==> src/rtl/multicycle_ctrl_fsm_pkg.sv <==
// Shared types and constants for the multicycle RV32I control FSM.
package ctrl_pkg;

   // Controller states (4-bit encoding)
   typedef enum logic [3:0] {
      StFetch    = 4'd0,
      StDecode   = 4'd1,
      StMemAdr   = 4'd2,
      StMemRead  = 4'd3,
      StMemWb    = 4'd4,
      StMemWrite = 4'd5,
      StExecR    = 4'd6,
      StExecI    = 4'd7,
      StAluWb    = 4'd8,
      StBeq      = 4'd9,
      StJal      = 4'd10,
      StLui      = 4'd11,
      StTrap     = 4'd12
   } state_e;

   // Opcodes
   localparam logic [6:0] OP_LW  = 7'd3;
   localparam logic [6:0] OP_SW  = 7'd35;
   localparam logic [6:0] OP_R   = 7'd51;
   localparam logic [6:0] OP_I   = 7'd19;
   localparam logic [6:0] OP_BEQ = 7'd99;
   localparam logic [6:0] OP_JAL = 7'd111;
   localparam logic [6:0] OP_LUI = 7'd55;

   // Result mux
   localparam logic [1:0] RES_ALU_OUT    = 2'b00;
   localparam logic [1:0] RES_MEM_DATA   = 2'b01;
   localparam logic [1:0] RES_ALU_RESULT = 2'b10;

   // ALU operand A mux
   localparam logic [1:0] A_PC     = 2'b00;
   localparam logic [1:0] A_OLD_PC = 2'b01;
   localparam logic [1:0] A_RS1    = 2'b10;
   localparam logic [1:0] A_ZERO   = 2'b11;

   // ALU operand B mux
   localparam logic [1:0] B_RS2  = 2'b00;
   localparam logic [1:0] B_IMM  = 2'b01;
   localparam logic [1:0] B_FOUR = 2'b10;

   // ALU operation class handed to alu_deco
   localparam logic [1:0] ALU_ADD   = 2'b00;
   localparam logic [1:0] ALU_SUB   = 2'b01;
   localparam logic [1:0] ALU_FUNCT = 2'b10;

   // Immediate formats
   localparam logic [2:0] IMM_I = 3'b000;
   localparam logic [2:0] IMM_S = 3'b001;
   localparam logic [2:0] IMM_B = 3'b010;
   localparam logic [2:0] IMM_J = 3'b011;
   localparam logic [2:0] IMM_U = 3'b100;

endpackage

==> src/rtl/multicycle_ctrl_fsm_if.sv <==
// Controller <-> datapath signal bundle. master = controller, slave = datapath.
interface multicycle_ctrl_fsm_if #(
   parameter int unsigned CNT_W = 32
);
   logic [6:0]       op;
   logic             memReady;
   logic             pcUpdate;
   logic             branch;
   logic             regWrite;
   logic             memWrite;
   logic             irWrite;
   logic             adrSrc;
   logic [1:0]       resSrc;
   logic [1:0]       aluSrcA;
   logic [1:0]       aluSrcB;
   logic [1:0]       aluOp;
   logic [2:0]       immSrc;
   logic             illegalOp;
   logic [CNT_W-1:0] instret;

   modport master (
      input  op, memReady,
      output pcUpdate, branch, regWrite, memWrite, irWrite, adrSrc, resSrc,
             aluSrcA, aluSrcB, aluOp, immSrc, illegalOp, instret
   );

   modport slave (
      output op, memReady,
      input  pcUpdate, branch, regWrite, memWrite, irWrite, adrSrc, resSrc,
             aluSrcA, aluSrcB, aluOp, immSrc, illegalOp, instret
   );
endinterface

==> src/rtl/multicycle_ctrl_fsm_imm_src_deco.sv <==
// Immediate-format decoder: purely combinational from the opcode.
module imm_src_deco
   import ctrl_pkg::*;
(
   input  logic [6:0] op_i,
   output logic [2:0] imm_src_o
);

   // Opcode -> immediate format; unknown opcodes fall back to I-type encoding
   always_comb begin
      imm_src_o = IMM_I;
      case (op_i)
         OP_LW, OP_I: imm_src_o = IMM_I;
         OP_SW:       imm_src_o = IMM_S;
         OP_BEQ:      imm_src_o = IMM_B;
         OP_JAL:      imm_src_o = IMM_J;
         OP_LUI:      imm_src_o = IMM_U;
         default:     imm_src_o = IMM_I;
      endcase
   end

endmodule

==> src/rtl/multicycle_ctrl_fsm.sv <==
// Multicycle RV32I control FSM: sequences fetch/decode/execute/memory/writeback over a
// shared ALU and memory port, with memory-ready stalls, illegal-opcode trap and instret.
module multicycle_ctrl_fsm
   import ctrl_pkg::*;
#(
   parameter bit          USE_MEM_READY = 1'b1,
   parameter bit          SUPPORT_LUI   = 1'b1,
   parameter int unsigned CNT_W         = 32
) (
   input logic                  clk,
   input logic                  rst_n,
   multicycle_ctrl_fsm_if.master bus
);

   state_e           state_q, state_d;
   logic [CNT_W-1:0] instret_q, instret_d;

   logic       ready;
   logic       retire;
   logic       pc_upd, br, rw, mw, irw;
   logic       adr_src, ill;
   logic [1:0] res_src, src_a, src_b, alu_op;

   assign ready = USE_MEM_READY ? bus.memReady : 1'b1;

   imm_src_deco u_imm_src_deco (
      .op_i      (bus.op),
      .imm_src_o (bus.immSrc)
   );

   // State and retired-instruction counter
   always_ff @(posedge clk or negedge rst_n) begin
      if (!rst_n) begin
         state_q   <= StFetch;
         instret_q <= '0;
      end else begin
         state_q   <= state_d;
         instret_q <= instret_d;
      end
   end

   // Next state and Moore output table
   always_comb begin
      state_d = state_q;
      retire  = 1'b0;
      pc_upd  = 1'b0;
      br      = 1'b0;
      rw      = 1'b0;
      mw      = 1'b0;
      irw     = 1'b0;
      ill     = 1'b0;
      adr_src = 1'b0;
      res_src = RES_ALU_OUT;
      src_a   = A_PC;
      src_b   = B_RS2;
      alu_op  = ALU_ADD;
      case (state_q)
         StFetch: begin
            res_src = RES_ALU_RESULT;
            src_b   = B_FOUR;
            irw     = ready;
            pc_upd  = ready;
            if (ready) state_d = StDecode;
         end
         StDecode: begin
            // Precompute the branch target while the opcode is decoded
            src_a = A_OLD_PC;
            src_b = B_IMM;
            case (bus.op)
               OP_LW, OP_SW: state_d = StMemAdr;
               OP_R:         state_d = StExecR;
               OP_I:         state_d = StExecI;
               OP_BEQ:       state_d = StBeq;
               OP_JAL:       state_d = StJal;
               OP_LUI:       state_d = SUPPORT_LUI ? StLui : StTrap;
               default:      state_d = StTrap;
            endcase
         end
         StMemAdr: begin
            src_a = A_RS1;
            src_b = B_IMM;
            case (bus.op)
               OP_LW:   state_d = StMemRead;
               OP_SW:   state_d = StMemWrite;
               default: state_d = StTrap;
            endcase
         end
         StMemRead: begin
            adr_src = 1'b1;
            if (ready) state_d = StMemWb;
         end
         StMemWb: begin
            res_src = RES_MEM_DATA;
            rw      = 1'b1;
            retire  = 1'b1;
            state_d = StFetch;
         end
         StMemWrite: begin
            // Write strobe stays up until memory accepts it
            adr_src = 1'b1;
            mw      = 1'b1;
            if (ready) begin
               retire  = 1'b1;
               state_d = StFetch;
            end
         end
         StExecR: begin
            src_a   = A_RS1;
            alu_op  = ALU_FUNCT;
            state_d = StAluWb;
         end
         StExecI: begin
            src_a   = A_RS1;
            src_b   = B_IMM;
            alu_op  = ALU_FUNCT;
            state_d = StAluWb;
         end
         StAluWb: begin
            rw      = 1'b1;
            retire  = 1'b1;
            state_d = StFetch;
         end
         StBeq: begin
            src_a   = A_RS1;
            alu_op  = ALU_SUB;
            br      = 1'b1;
            retire  = 1'b1;
            state_d = StFetch;
         end
         StJal: begin
            // PC <- target (aluOut from DECODE); aluResult = oldPC + 4 for rd
            src_a   = A_OLD_PC;
            src_b   = B_FOUR;
            pc_upd  = 1'b1;
            state_d = StAluWb;
         end
         StLui: begin
            src_a   = A_ZERO;
            src_b   = B_IMM;
            state_d = StAluWb;
         end
         StTrap: begin
            ill = 1'b1;
         end
         default: state_d = StTrap;
      endcase
      instret_d = retire ? instret_q + CNT_W'(1) : instret_q;
   end

   // Strobes are gated by reset so nothing fires while rst_n is low
   assign bus.pcUpdate  = pc_upd & rst_n;
   assign bus.branch    = br & rst_n;
   assign bus.regWrite  = rw & rst_n;
   assign bus.memWrite  = mw & rst_n;
   assign bus.irWrite   = irw & rst_n;
   assign bus.adrSrc    = adr_src;
   assign bus.resSrc    = res_src;
   assign bus.aluSrcA   = src_a;
   assign bus.aluSrcB   = src_b;
   assign bus.aluOp     = alu_op;
   assign bus.illegalOp = ill;
   assign bus.instret   = instret_q;

endmodule

==> src/flat_wrapper.sv <==
// flat-port wrapper written by rule: the top's interface ports become plain ports
module multicycle_ctrl_fsm_flat import ctrl_pkg::*;
#(
   parameter bit          USE_MEM_READY = 1'b1,
   parameter bit          SUPPORT_LUI   = 1'b1,
   parameter int unsigned CNT_W         = 32
)
  (clk, rst_n, bus_op, bus_memReady, bus_pcUpdate, bus_branch, bus_regWrite, bus_memWrite, bus_irWrite, bus_adrSrc, bus_resSrc, bus_aluSrcA, bus_aluSrcB, bus_aluOp, bus_immSrc, bus_illegalOp, bus_instret);
  multicycle_ctrl_fsm_if #(.CNT_W(CNT_W)) bus_i ();
  input logic clk;
  input logic rst_n;
  input wire logic [$bits(bus_i.op)-1:0] bus_op;
  input wire logic [$bits(bus_i.memReady)-1:0] bus_memReady;
  output wire logic [$bits(bus_i.pcUpdate)-1:0] bus_pcUpdate;
  output wire logic [$bits(bus_i.branch)-1:0] bus_branch;
  output wire logic [$bits(bus_i.regWrite)-1:0] bus_regWrite;
  output wire logic [$bits(bus_i.memWrite)-1:0] bus_memWrite;
  output wire logic [$bits(bus_i.irWrite)-1:0] bus_irWrite;
  output wire logic [$bits(bus_i.adrSrc)-1:0] bus_adrSrc;
  output wire logic [$bits(bus_i.resSrc)-1:0] bus_resSrc;
  output wire logic [$bits(bus_i.aluSrcA)-1:0] bus_aluSrcA;
  output wire logic [$bits(bus_i.aluSrcB)-1:0] bus_aluSrcB;
  output wire logic [$bits(bus_i.aluOp)-1:0] bus_aluOp;
  output wire logic [$bits(bus_i.immSrc)-1:0] bus_immSrc;
  output wire logic [$bits(bus_i.illegalOp)-1:0] bus_illegalOp;
  output wire logic [$bits(bus_i.instret)-1:0] bus_instret;
  assign bus_i.op = bus_op;
  assign bus_i.memReady = bus_memReady;
  assign bus_pcUpdate = bus_i.pcUpdate;
  assign bus_branch = bus_i.branch;
  assign bus_regWrite = bus_i.regWrite;
  assign bus_memWrite = bus_i.memWrite;
  assign bus_irWrite = bus_i.irWrite;
  assign bus_adrSrc = bus_i.adrSrc;
  assign bus_resSrc = bus_i.resSrc;
  assign bus_aluSrcA = bus_i.aluSrcA;
  assign bus_aluSrcB = bus_i.aluSrcB;
  assign bus_aluOp = bus_i.aluOp;
  assign bus_immSrc = bus_i.immSrc;
  assign bus_illegalOp = bus_i.illegalOp;
  assign bus_instret = bus_i.instret;
  multicycle_ctrl_fsm #(.USE_MEM_READY(USE_MEM_READY), .SUPPORT_LUI(SUPPORT_LUI), .CNT_W(CNT_W)) u_core (.clk(clk), .rst_n(rst_n), .bus(bus_i));
endmodule
==> config.mk <==
export PLATFORM = sky130hd
export DESIGN_NAME = multicycle_ctrl_fsm_flat
export DESIGN_NICKNAME = d
export VERILOG_FILES = /design/src/rtl/multicycle_ctrl_fsm_pkg.sv /design/src/rtl/multicycle_ctrl_fsm_if.sv /design/src/rtl/multicycle_ctrl_fsm_imm_src_deco.sv /design/src/rtl/multicycle_ctrl_fsm.sv /design/src/flat_wrapper.sv
export SDC_FILE = /design/constraint.sdc
export NUM_CORES = 1
export LEC_CHECK = 0
export ABC_AREA = 1
export BUFFER_PORTS_ARGS = -buffer_cell sky130_fd_sc_hd__buf_2
export CAP_MARGIN = 10
export CORE_MARGIN = 5
export CORE_UTILIZATION = 35
export CTS_CLUSTER_SIZE = 12
export DETAILED_ROUTE_END_ITERATION = 10
export GPL_TIMING_DRIVEN = 1
export PLACE_DENSITY = 0.55
export RECOVER_POWER = 50
export SLEW_MARGIN = 0
export SYNTH_ARGS = -nofsm -noshare
export SYNTH_HDL_FRONTEND = slang
export SYNTH_SLANG_ARGS = --single-unit
==> constraint.sdc <==
create_clock -name clk -period 2.8 [get_ports clk]
set_input_delay 0.14 -clock clk [delete_from_list [all_inputs] [get_ports clk]]
set_output_delay 0.14 -clock clk [all_outputs]
set_load 0.01 [all_outputs]
# Yosys cells after proc, flatten, opt, wreduce, memory -nomap -nowiden
# Index checks and enable logic that the tools add are counted.
# totals
ff_bits	36
input_bits	10
out_inout_bits	50
word_cells	63
# classes
n_addsub	1
eq_ne	22
mux	20
n_bitwise	6
reduce_logical	12
# ops
op	n
$add 32x1->32 const B	1
$pmux 4 s8	1
$pmux 4 s6	1
$eq 7x6->1 const B	3
$eq 4x4->1 const B	5
$eq 4x3->1 const B	4
$eq 7x7->1 const B	2
$mux 4	3
$pmux 2 s2	3
$pmux 3 s4	1
$reduce_or 2->1	6
$reduce_or 4->1	3
$eq 4x2->1 const B	2
$pmux 4 s2	1
$eq 7x2->1 const B	1
$eq 7x5->1 const B	1
$mux 1	7
$ne 2x2->1 const B	3
$pmux 2 s3	1
$and 1x1->1	5
$eq 4x1->1 const B	1
$logic_not 4->1	1
$pmux 1 s2	2
$reduce_and 4->1	1
other kinds (2)	2

# Depth between registers and ports, before layout
# logic_depth
depth_word	4
mapped_depth	10
mapped_depth_nobuf	10

# Hierarchy
# A second synthesis with hierarchy kept.
# unflattened
hier_cells	385
hier_area_um2	2542.4
# by_module_without_submodules
module	instances	cells_each	area_per_inst_um2	seq_area_each_um2
multicycle_ctrl_fsm	1	365	2459.9	900.9
imm_src_deco	1	20	82.6	0.0

# Worst setup path after synthesis
# Ideal clock, no wire load.
# synth_timing
path_type	register -> register
startpoint	reg u_core.instret_q[0], in the netlist u_core.bus.instret[0]
endpoint	reg u_core.instret_q[20], in the netlist u_core.bus.instret[20]
setup_ps	122
t_arrival_ps	1462
t_required_ps	2678
slack_ps	1217
path_stages_with_launch	10
n_path_buf	0
period_less_slack_ps	1583
cell_sequence	dfrtp_1 ha_1 nand2_1 nor2_2 nand2_1 nor2_4 nand2_1 nor2_1 nand2_1 xor2_1
# synth_between
elab_chain_cells	1
# synth_rtl
item	line_no	rtl
start: declaration	multicycle_ctrl_fsm.sv:16	logic [CNT_W-1:0] instret_q, instret_d;
start signal: assignment	multicycle_ctrl_fsm.sv:38	instret_q <= instret_d;
$add 32x1->32	multicycle_ctrl_fsm.sv:147	instret_d = retire ? instret_q + CNT_W'(1) : instret_q;
# Every way passes these cells.
# A chain may end at the register's enable or synchronous reset.

# Worst setup path in the final report
# layout_timing
startpoint	reg u_core.state_q[2]
endpoint	out bus_aluSrcB[0]
# layout_between
elab_chain_cells	3
word_cells_on_any_way	9
classes_between	eq/ne (5); mux (1); reduce/logical (3)
# layout_rtl
item	line_no	rtl
start: declaration	multicycle_ctrl_fsm.sv:15	state_e state_q, state_d;
start signal: assignment	multicycle_ctrl_fsm.sv:34	state_q <= StFetch;
start signal: assignment	multicycle_ctrl_fsm.sv:37	state_q <= state_d;
$eq 4x4->1, or another cell as far along	multicycle_ctrl_fsm.sv:57	case (state_q)
$reduce_or 4->1 (no source line) or $reduce_or 2->1 (tied branches)	n/a	
$pmux 2 s2 *	multicycle_ctrl_fsm.sv:57	
end: declaration	flat_wrapper.sv:22	output wire logic [$bits(bus_i.aluSrcB)-1:0] bus_aluSrcB;
# Every way passes the cells marked *; elsewhere a longest branch is shown, timed or not.

==> impl_results.md <==
* Status: complete, no violations
* Tcrit/Tclk final at 0.6569
* Combinational power share at 0.412
* Sw power at 0.8054 mW
* CP arrival at 1.70 ns
* Hold Path Class: input port to flop
* Synthesized Nets at 426
* Startpoint type of the worst setup path: flop
* Drc violations at 0
* Syn_area_per_cell at 6.268 µm²
* WL final at 7353 µm
* Area growth, synth to finish at 17.99%
* Avg WL per Cell at 12.68 µm
* Number of flops mapped to enable cells by yosys at 0
* DRT antenna net count at 0
* DP Worst Slack at 1.120 ns
* Synth Register Bits at 36
* P per Cell Area at 593.3 nW/µm²
* Row cnt at 31
* Grt total ovfl at 0
* Vias in the first global route at 2,609
* Final setup viols at 0
* Peak VDD IR at 0.0004078 V
* Pre-antenna DRT Iters at 4
* Via count at 2,707
* Max Cap Viol at 0
* Number of diodes at 0
* Synth unique cells at 30
* Finished Cell Area at 3069 µm²
* Crit path required time at 2.66 ns
* Relative slew slack at 0.6611
* R2r startpoint: u_core.bus.instret[0]$_DFFE_PN0P_
* CTS max path bufs at 2
* GP Congestion at 0.8649
* Post-DP Area at 3000 µm²
* Sequential area share after synthesis at 0.3463
* Setup Crit Path Kind: flop to output pin
* Non-filler instance count after layout at 580
* Ports at 60
* Die W at 96.21 µm
* Crit path max fanout at 5
* Clk slew on worst S/H paths at 0.07 ns
* Final Skew at 0.006841 ns
* Highest Signal Layer: met4
* DP HPWL at 5681 µm
* GRT Overall Usage at 0.1721
* CTS Sinks at 36
* Final nets at 491
* Yosys warnings at 0
* PostCTS Resize Cnt at 0
* Area leader, netlist: dfrtp_1
* CTS HTree Levels at 2
* Cts bufs inserted at 5
* Port Buffers at 59
* First-pass GRT wire length at 12,320 µm
* Max Slew Vio Count at 0
* Clock share of power at 0.220
* Initial Utilization at 0.3586
* Total negative slack at 0 ns
* Initial antenna violation count at 0
* Post-CTS setup repair buffer count at 0
* Switching share of power at 0.4423
* Pin count of the biggest net entering global routing at 38
* Worst skew pair latency at 0.30 ns
* Post-Syn Instances at 415
* CP Launch Point: u_core.state_q[2]$_DFFE_PN0P_
* Crit path capture type: output pin
* Hold WS at 0.1360 ns
* Cts hold-fix bufs at 1
* Hold path start: bus_memReady
* Leakage at 1.528 nW
* Die span in y at 96.21 µm
* Core ar. at 7253 µm²
* Power Internal at 1.015 mW
* Most instantiated library cell after synthesis: nand2_1
* Synth Flop Type: dfrtp_1
* Die area at 9256 µm²
* Reg-to-reg slack, setup at 1.08 ns
* Met2 wire length at 3260 µm
* Async S/R FF share, synth at 1.000
* Met3 Wirelength at 404 µm
* Worst-Margin Slew at 0.5045 ns
* RSZ-0062 raised after global routing: false
* Top-area cell type share of the netlist area at 0.3463
* Reg power frac at 0.368
* Post-DR vias/cell at 4.667
* Fin worst setup slack at 0.9607 ns
* Final hold vios at 0
* CTS tree: yes
* Placed cells at 571
* Area contributors post-synth: dfrtp_1 (35%), nand2_1 (25%), nor2_1 (8.8%)
* CTS root buffer: clkbuf_8
* Util after Layout at 0.4232
* Mapped Area at 2601 µm²
* Iteration-0 DRC count of the detailed router at 142
* F_max at 543.7 MHz
* Proportion of layout cells with a drive suffix above 1 at 0.1247
* WL met1 at 3564 µm
* Fin crit period at 1.839 ns
* Final Total Pwr at 1.821 mW
* Most frequent cells after synthesis: nand2_1 (176), nor2_1 (61), inv_1 (42), dfrtp_1 (36), nand3_1 (20)
==> layout make-up <==
type                       instances  area, µm²
sequential                        36      900.9
multi-input combinational        327       1485
inverter                          48      180.2
clock buffer                       8      90.09
tap                               99      123.9
fill                             808       4184
timing repair buffer              62      289.0
==> layer usage <==
layer,vias up,global-route usage
met2,63,0.2565
li1,1414,-
met5,-,0
met1,1218,0.2471
met3,12,0.03284
met4,0,0.05924
==> flip-flops by register name, indices dropped and copies added (netlist names) <==
register and count:
u_core.bus.instret 32, u_core.state_q 4
==> critical path: stages, from the launching register on <==
cell,delay [ns]
dfrtp_1,0.44
inv_2,0.10
nand2_1,0.07
nor3_1,0.40
a21oi_1,0.12
o211ai_1,0.10
buf_2,0.15
==> placed cells by master, fill, tap and decap left out <==
cell and count:
a21oi_1 9, a22oi_1 1, and3_1 1, buf_2 34, buf_4 2, clkbuf_1 27, clkbuf_8 6, dfrtp_1 36
dlygate4sd3_1 1, ha_1 1, inv_1 42, inv_2 6, nand2_1 176, nand2_2 2, nand2_4 1, nand3_1 20
nand3_2 1, nand3b_1 6, nand4_1 1, nor2_1 61, nor2_2 2, nor2_4 3, nor3_1 10, nor3_4 1
o211ai_1 2, o21ai_0 8, o21ai_1 5, o21ai_2 1, o21bai_1 1, xnor2_1 3, xor2_1 10, xor2_2 1
==> logic make-up after synthesis <==
logic type / synth area share
AOI/OAI and AO/OA: 0.05724
buffers and inverters: 0.08273
DFF: 0.3463
and+or+nand+nor: 0.4589
xor gates and xnor gates: 0.05003
adders and majority gates: 0.004809
==> worst paths after layout <==
kind                                                            to  cells after the start
worst max register to register  u_core.bus.instret[20]$_DFFE_PN0P_                      9
min in group asynchronous       u_core.bus.instret[15]$_DFFE_PN0P_                      3
worst min-delay path                 u_core.state_q[1]$_DFFE_PN0P_                      2
worst min register to register  u_core.bus.instret[31]$_DFFE_PN0P_                      2
max in group asynchronous       u_core.bus.instret[27]$_DFFE_PN0P_                      3
worst max-delay path                                bus_aluSrcB[0]                      6
==> power groups by stage <==
stage / registers [mW] / logic (mW) / clock network, mW
6_report: 0.671 / 0.750 / 0.401
3_5_place_dp: 0.679 / 0.764 / 0
3_3_place_gp: 0.675 / 0.768 / 0
5_1_grt: 0.684 / 0.855 / 0.432
2_1_floorplan: 0.683 / 0.554 / 0
4_1_cts: 0.669 / 0.767 / 0.412
Power figures use the tool's default switching activity.
